**src/rtl/rx_serial_to_parallel_pkg.sv**
```systemverilog
`default_nettype none
// ============================================================================
// Module      : rx_serial_to_parallel_pkg
// Description : Shared PHY definitions. Holds the comma/idle symbol, the
//               receive lane state encoding and the default lock threshold.
// Revision    : 1.0 - initial release
// ============================================================================
package rx_serial_to_parallel_pkg;

    // K28.5 comma/idle symbol, also used by the TX byte-insertion logic
    localparam logic [7:0] PHY_COM_SYMBOL = 8'hBC;

    // Consecutive aligned COM bytes needed before the lane is declared active
    localparam int PHY_LOCK_COUNT = 4;

    // Receive lane alignment state; code 2'b11 is unused
    typedef enum logic [1:0] {
        RX_UNLOCKED = 2'b00,
        RX_ALIGNING = 2'b01,
        RX_LOCKED   = 2'b10
    } rx_state_t;

endpackage : rx_serial_to_parallel_pkg
`default_nettype wire

```
**src/rtl/rx_serial_to_parallel.sv**
```systemverilog
`default_nettype none
// ============================================================================
// Module      : rx_serial_to_parallel
// Description : Per-lane receive stage. Shifts the MSB-first serial stream
//               into bytes, hunts bit-by-bit for the COM symbol, declares
//               lock after LOCK_COUNT aligned COMs and then delivers every
//               non-COM byte with valid_out and a byte_strobe pulse.
// Revision    : 1.0 - initial release
// ============================================================================
module rx_serial_to_parallel
    import rx_serial_to_parallel_pkg::*;
#(
    parameter logic [7:0] COM_SYMBOL = PHY_COM_SYMBOL,
    parameter int         LOCK_COUNT = PHY_LOCK_COUNT
) (
    input  logic       clk_32f,
    input  logic       reset,
    input  logic       data_in,
    output logic [7:0] data_out,
    output logic       valid_out,
    output logic       active,
    output logic       byte_strobe
);

    localparam logic [3:0] c_LOCK_COUNT = 4'(LOCK_COUNT);

    rx_state_t  r_state;
    logic [7:0] r_sr;
    logic [2:0] r_bit_cnt;
    logic [3:0] r_com_cnt;

    logic [7:0] w_sr_next;
    logic       w_is_com;
    logic       w_boundary;
    logic [3:0] w_com_cnt_inc;

    // Next shift-register value is the byte ending with the bit sampled now
    always_comb begin
        w_sr_next     = {r_sr[6:0], data_in};
        w_is_com      = (w_sr_next == COM_SYMBOL);
        w_boundary    = (r_bit_cnt == 3'd7);
        w_com_cnt_inc = r_com_cnt + 4'd1;
    end

    // Shift register, bit counter, alignment FSM and registered outputs
    always_ff @(posedge clk_32f or negedge reset) begin
        if (!reset) begin
            r_state     <= RX_UNLOCKED;
            r_sr        <= 8'h00;
            r_bit_cnt   <= 3'd0;
            r_com_cnt   <= 4'd0;
            data_out    <= 8'h00;
            valid_out   <= 1'b0;
            active      <= 1'b0;
            byte_strobe <= 1'b0;
        end else begin
            r_sr        <= w_sr_next;
            byte_strobe <= 1'b0;
            case (r_state)
                RX_UNLOCKED: begin
                    // Bit-level hunt: any window matching COM fixes alignment
                    if (w_is_com) begin
                        r_bit_cnt <= 3'd0;
                        r_com_cnt <= 4'd1;
                        if (LOCK_COUNT == 1) begin
                            r_state <= RX_LOCKED;
                            active  <= 1'b1;
                        end else begin
                            r_state <= RX_ALIGNING;
                        end
                    end
                end
                RX_ALIGNING: begin
                    r_bit_cnt <= r_bit_cnt + 3'd1;
                    if (w_boundary) begin
                        if (w_is_com) begin
                            r_com_cnt <= w_com_cnt_inc;
                            if (w_com_cnt_inc == c_LOCK_COUNT) begin
                                r_state <= RX_LOCKED;
                                active  <= 1'b1;
                            end
                        end else begin
                            // Broken COM run: fall back to the bit-level hunt
                            r_state   <= RX_UNLOCKED;
                            r_com_cnt <= 4'd0;
                        end
                    end
                end
                RX_LOCKED: begin
                    // Only boundary bytes are evaluated; straddling COMs are ignored
                    r_bit_cnt <= r_bit_cnt + 3'd1;
                    if (w_boundary) begin
                        byte_strobe <= 1'b1;
                        if (w_is_com) begin
                            valid_out <= 1'b0;
                        end else begin
                            data_out  <= w_sr_next;
                            valid_out <= 1'b1;
                        end
                    end
                end
                default: begin
                    r_state   <= RX_UNLOCKED;
                    r_bit_cnt <= 3'd0;
                    r_com_cnt <= 4'd0;
                end
            endcase
        end
    end

endmodule : rx_serial_to_parallel
`default_nettype wire

```
**config.mk**
```make
export PLATFORM = sky130hd
export DESIGN_NAME = rx_serial_to_parallel
export DESIGN_NICKNAME = d
export VERILOG_FILES = /design/src/rtl/rx_serial_to_parallel_pkg.sv /design/src/rtl/rx_serial_to_parallel.sv
export SDC_FILE = /design/constraint.sdc
export NUM_CORES = 1
export LEC_CHECK = 0
export BUFFER_PORTS_ARGS = -buffer_cell sky130_fd_sc_hd__clkbuf_2
export CORE_UTILIZATION = 50
export CTS_BUF_LIST = sky130_fd_sc_hd__clkbuf_4 sky130_fd_sc_hd__clkbuf_8
export CTS_CLUSTER_SIZE = 20
export DETAILED_ROUTE_END_ITERATION = 10
export GPL_ROUTABILITY_DRIVEN = 0
export PLACE_DENSITY = 0.83
export SETUP_SLACK_MARGIN = 0.02
export SYNTH_ARGS = -nofsm -noshare
export SYNTH_HDL_FRONTEND = slang
export SYNTH_SLANG_ARGS = --single-unit
```
**constraint.sdc**
```tcl
create_clock -name clk_32f -period 1.75 [get_ports clk_32f]
set_input_delay 0.175 -clock clk_32f [delete_from_list [all_inputs] [get_ports clk_32f]]
set_output_delay 0.175 -clock clk_32f [all_outputs]
set_load 0.02 [all_outputs]
```
==> impl_metrics.xml <==
<?xml version="1.0" encoding="UTF-8"?>
<metrics>
  <group name="place">
    <metric name="placed_cells" unit="">147</metric>
    <metric name="dp_hpwl" unit="um">1540</metric>
    <metric name="placement.io_buffers" unit="">13</metric>
    <metric name="post_placement_cell_area" unit="sq um">1350</metric>
  </group>
  <group name="timing">
    <metric name="relSlewSlack" unit="%">58.3</metric>
    <metric name="postLayoutSetupSlackWorst" unit="ns">-0.0529</metric>
    <metric name="timing_max_transition_violations_final" unit="">0</metric>
    <metric name="period_needed" unit="ns">1.80</metric>
    <metric name="tightest_slew" unit="ns">0.625</metric>
    <metric name="max_freq" unit="MHz">555</metric>
    <metric name="clock_skew" unit="ns">0.00272</metric>
    <metric name="timing.hold.ws" unit="ns">0.129</metric>
    <metric name="fin_crit_sh" unit="%">103</metric>
    <metric name="finalSetupViolations" unit="">4</metric>
    <metric name="timing.final.hold_violations" unit="">0</metric>
    <metric name="grt_setup_unrepaired" unit="">true</metric>
  </group>
  <group name="worst_setup_path">
    <metric name="crit_start" unit="">r_sr[5]</metric>
    <metric name="r2r-end" unit="">r_state[0]</metric>
    <metric name="r2r-start" unit="">r_sr[5]</metric>
    <metric name="path_class" unit="">flip-flop to flip-flop</metric>
    <metric name="critPathArrivalTime" unit="ns">2.02</metric>
    <metric name="worstPathRequired" unit="ns">1.97</metric>
    <metric name="cp-end-kind" unit="">flip-flop</metric>
    <metric name="critical_path_peak_fanout" unit="">8</metric>
    <metric name="startpoint_type" unit="">flip-flop</metric>
    <metric name="worst-r2r-cell-count" unit="">4</metric>
    <metric name="r2r_slack" unit="ns">-0.05</metric>
  </group>
  <group name="die">
    <metric name="die_x" unit="um">50.7</metric>
    <metric name="core.rowCount" unit="">17</metric>
    <metric name="coreArea" unit="sq um">2210</metric>
    <metric name="floorplan.initialDensity" unit="%">53.5</metric>
    <metric name="die_area" unit="sq um">2570</metric>
    <metric name="die_height" unit="um">50.7</metric>
    <metric name="io_pins" unit="">14</metric>
  </group>
  <group name="finish">
    <metric name="num-nets-final" unit="">142</metric>
    <metric name="area_growth_syn_to_layout" unit="%">26.6</metric>
    <metric name="ratio_of_cells_with_drive_above_1_in_the_final_layout" unit="%">38.2</metric>
    <metric name="n_antenna_cell" unit="">0</metric>
    <metric name="finalInstanceArea" unit="sq um">1500</metric>
    <metric name="finish.cell_count_without_fillers" unit="">159</metric>
  </group>
  <group name="yosys">
    <metric name="yosys_warnings" unit="">0</metric>
    <metric name="synth_top_area_share" unit="%">57.1</metric>
    <metric name="synth_seq_area_share" unit="%">57.1</metric>
    <metric name="ys_types" unit="">32</metric>
    <metric name="synth_cells" unit="">99</metric>
    <metric name="post_synth_main_area_contributors" unit="">dfrtp_1 57%, ha_1 7.4%, mux2_2 6.7%</metric>
    <metric name="synth.ff_latch_count" unit="">27</metric>
    <metric name="yosysTopAreaCell" unit="">dfrtp_1</metric>
    <metric name="synth_area" unit="sq um">1180</metric>
    <metric name="syn-mean-instance-area" unit="sq um">12.0</metric>
    <metric name="syn-num-nets" unit="">109</metric>
  </group>
  <group name="cts">
    <metric name="clock_sink_count" unit="">27</metric>
    <metric name="path_clk_slew" unit="ns">0.14</metric>
    <metric name="tritoncts" unit="">yes</metric>
    <metric name="cts-htree-levels" unit="">1</metric>
    <metric name="number_of_buffers_on_the_longest_clock_path" unit="">2</metric>
    <metric name="tritoncts.num_buffers" unit="">3</metric>
    <metric name="clk_root_buffer_cell" unit="">clkbuf_4</metric>
    <metric name="worstSkewPairLatency" unit="ns">0.32</metric>
  </group>
  <group name="run">
    <metric name="max_cap_viol" unit="">0</metric>
  </group>
  <group name="detailed_routing">
    <metric name="num_vias" unit="">833</metric>
    <metric name="tritonroute_pass_1_iters" unit="">3</metric>
    <metric name="postRouteWirelength" unit="um">2120</metric>
    <metric name="drt.antenna.violating_nets" unit="">0</metric>
    <metric name="remaining_drc_errors" unit="">0</metric>
    <metric name="initialDrtViolationCount" unit="">5</metric>
    <metric name="route.detailed.wl_per_inst" unit="um">13.3</metric>
    <metric name="viasPerCell" unit="">5.24</metric>
  </group>
  <group name="grt">
    <metric name="grt_pass1_wl" unit="um">3680</metric>
    <metric name="grt_pass1_vias" unit="">846</metric>
    <metric name="overflow_after_grt" unit="">0</metric>
    <metric name="grt_max_degree" unit="">28</metric>
    <metric name="antenna_found_initial" unit="">0</metric>
    <metric name="globalRouteTotalUtil" unit="%">19.5</metric>
  </group>
  <group name="pwr">
    <metric name="vdd_drop_max" unit="uV">906</metric>
    <metric name="p_comb_share" unit="%">28.1</metric>
    <metric name="power.internal" unit="mW">0.957</metric>
    <metric name="fin_total_pwr" unit="mW">1.40</metric>
    <metric name="net-switching-power" unit="mW">0.439</metric>
    <metric name="netSwitchingFraction" unit="%">31.5</metric>
    <metric name="share_seq_of_total_power" unit="%">52.7</metric>
    <metric name="power_density" unit="nW/um^2">932</metric>
    <metric name="leakagePower" unit="nW">0.756</metric>
    <metric name="clk_network_pwr_share" unit="%">19.2</metric>
  </group>
  <group name="worst_hold_path">
    <metric name="hold_path_startpoint" unit="">data_in</metric>
    <metric name="hold_path_end" unit="">data_out[0]</metric>
    <metric name="worstHoldPathType" unit="">input pin to flip-flop</metric>
    <metric name="timing.hold.worst_path_depth" unit="">2</metric>
  </group>
  <group name="status">
    <metric name="violations" unit="">negative setup slack</metric>
    <metric name="status" unit="">complete, but fails checks</metric>
  </group>
</metrics>
[sequential cells by signal (all words and copies together), names as in the netlist]
name         cells
r_sr             7
r_bit_cnt        3
byte_strobe      1
data_out         8
r_state          2
r_com_cnt        4
active           1
valid_out        1
[cell type report]
cell class,count,area (sq um)
Multi-Input combinational cell,61,529
Fill cell,177,713
Inverter,10,37.5
Sequential cell,27,677
Tap cell,28,35.0
Timing Repair Buffer,29,190
Clock buffer,3,22.5
Clock inverter,1,7.51
[metal layers]
metal / global-route usage [%] / up-vias / wire length (um)
met5: 0 / - / 0
met4: 9.26 / 0 / 41
met3: 3.03 / 4 / 67
met2: 33.6 / 14 / 1050
met1: 23.7 / 402 / 959
li1: - / 413 / -
[placed cells by master (no fill, tap or decap), types with 2 or more instances in the layout]
| cell | n |
|---|---|
| nor2_1 | 7 |
| o21ai_0 | 3 |
| buf_4 | 14 |
| a21oi_1 | 4 |
| clkbuf_4 | 3 |
| nand3_1 | 4 |
| a31oi_1 | 2 |
| nand2_1 | 4 |
| inv_1 | 10 |
| clkbuf_2 | 13 |
| mux2_4 | 6 |
| o211ai_1 | 3 |
| dlygate4sd3_1 | 2 |
| ha_1 | 6 |
| dfrtp_1 | 26 |
[critical path: stages (launching register included)]
cell and delay (ns):
dfrtp_1 0.41, or4b_4 0.52, or3_4 0.45, o211ai_1 0.24, a21boi_2 0.08
[cell families (layout without fill, tap and decap cells)]
group | after synthesis | in the layout | synth area share (%)
flip-flops | 27 | 27 | 57.1
AND/OR/NAND/NOR | 26 | 26 | 12.6
AO/OA/AOI/OAI | 21 | 21 | 12.2
buffers and inverters | 11 | 43 | 4.12
adder cells (fa/ha/maj) | 7 | 7 | 7.40
multiplexers | 7 | 7 | 6.66
[Yosys cell counts, drive strengths merged]
library cell  instances
nand4                 1
or3                   1
nand3                 4
a21oi                 4
o211ai                4
nor3b                 1
nand2                 5
a21o                  1
o21ai                 4
a31oi                 2
o21a                  1
buf                   1
nor2                  7
and2                  2
o31ai                 1
inv                  10
or4bb                 1
dfrtp                27
a22o                  1
or4b                  1
nand3b                1
mux2                  7
o22ai                 1
a21boi                2
and3b                 1
ha                    7
or2                   1
[worst max-delay path by stage]
| stage | to | slack [ns] | cells after the start |
|---|---|---|---|
| 2_1_floorplan | r_com_cnt[2] | -0.04 | 5 |
| 3_3_place_gp | r_com_cnt[2] | -0.07 | 4 |
| 3_5_place_dp | r_state[0] | -0.13 | 4 |
| 4_1_cts | r_state[0] | -0.03 | 4 |
| 5_1_grt | r_com_cnt[2] | -0.12 | 4 |
| 6_report | r_state[0] | -0.05 | 4 |
[stage by stage]
stage               TNS, ns  setup WS (ns)  utilization, %
floorplan           -0.0781        -0.0362               -
global placement     -0.212        -0.0670            61.2
detailed placement   -0.528         -0.133            61.2
CTS                 -0.0773        -0.0350            65.7
global route         -0.339         -0.118            67.8
finish               -0.140        -0.0529            67.8
[power by group through the flow]
| stage | clock network, mW | logic, mW | registers, mW |
|---|---|---|---|
| after global placement | 0 | 0.344 | 0.739 |
| after global routing | 0.307 | 0.443 | 0.743 |
| final | 0.268 | 0.393 | 0.736 |
| after CTS | 0.282 | 0.376 | 0.736 |
| after floorplan | 0 | 0.250 | 0.730 |
| after detailed placement | 0 | 0.358 | 0.745 |
[what timing repair did]
item	CTS	global route
pin swaps	2	6
resized for setup	10	2
setup buffers	1	5
hold buffers	2	0
hold endpoints to repair	28	0
setup endpoints to repair	13	13
Note: power is estimated with default switching activity, not from simulation.
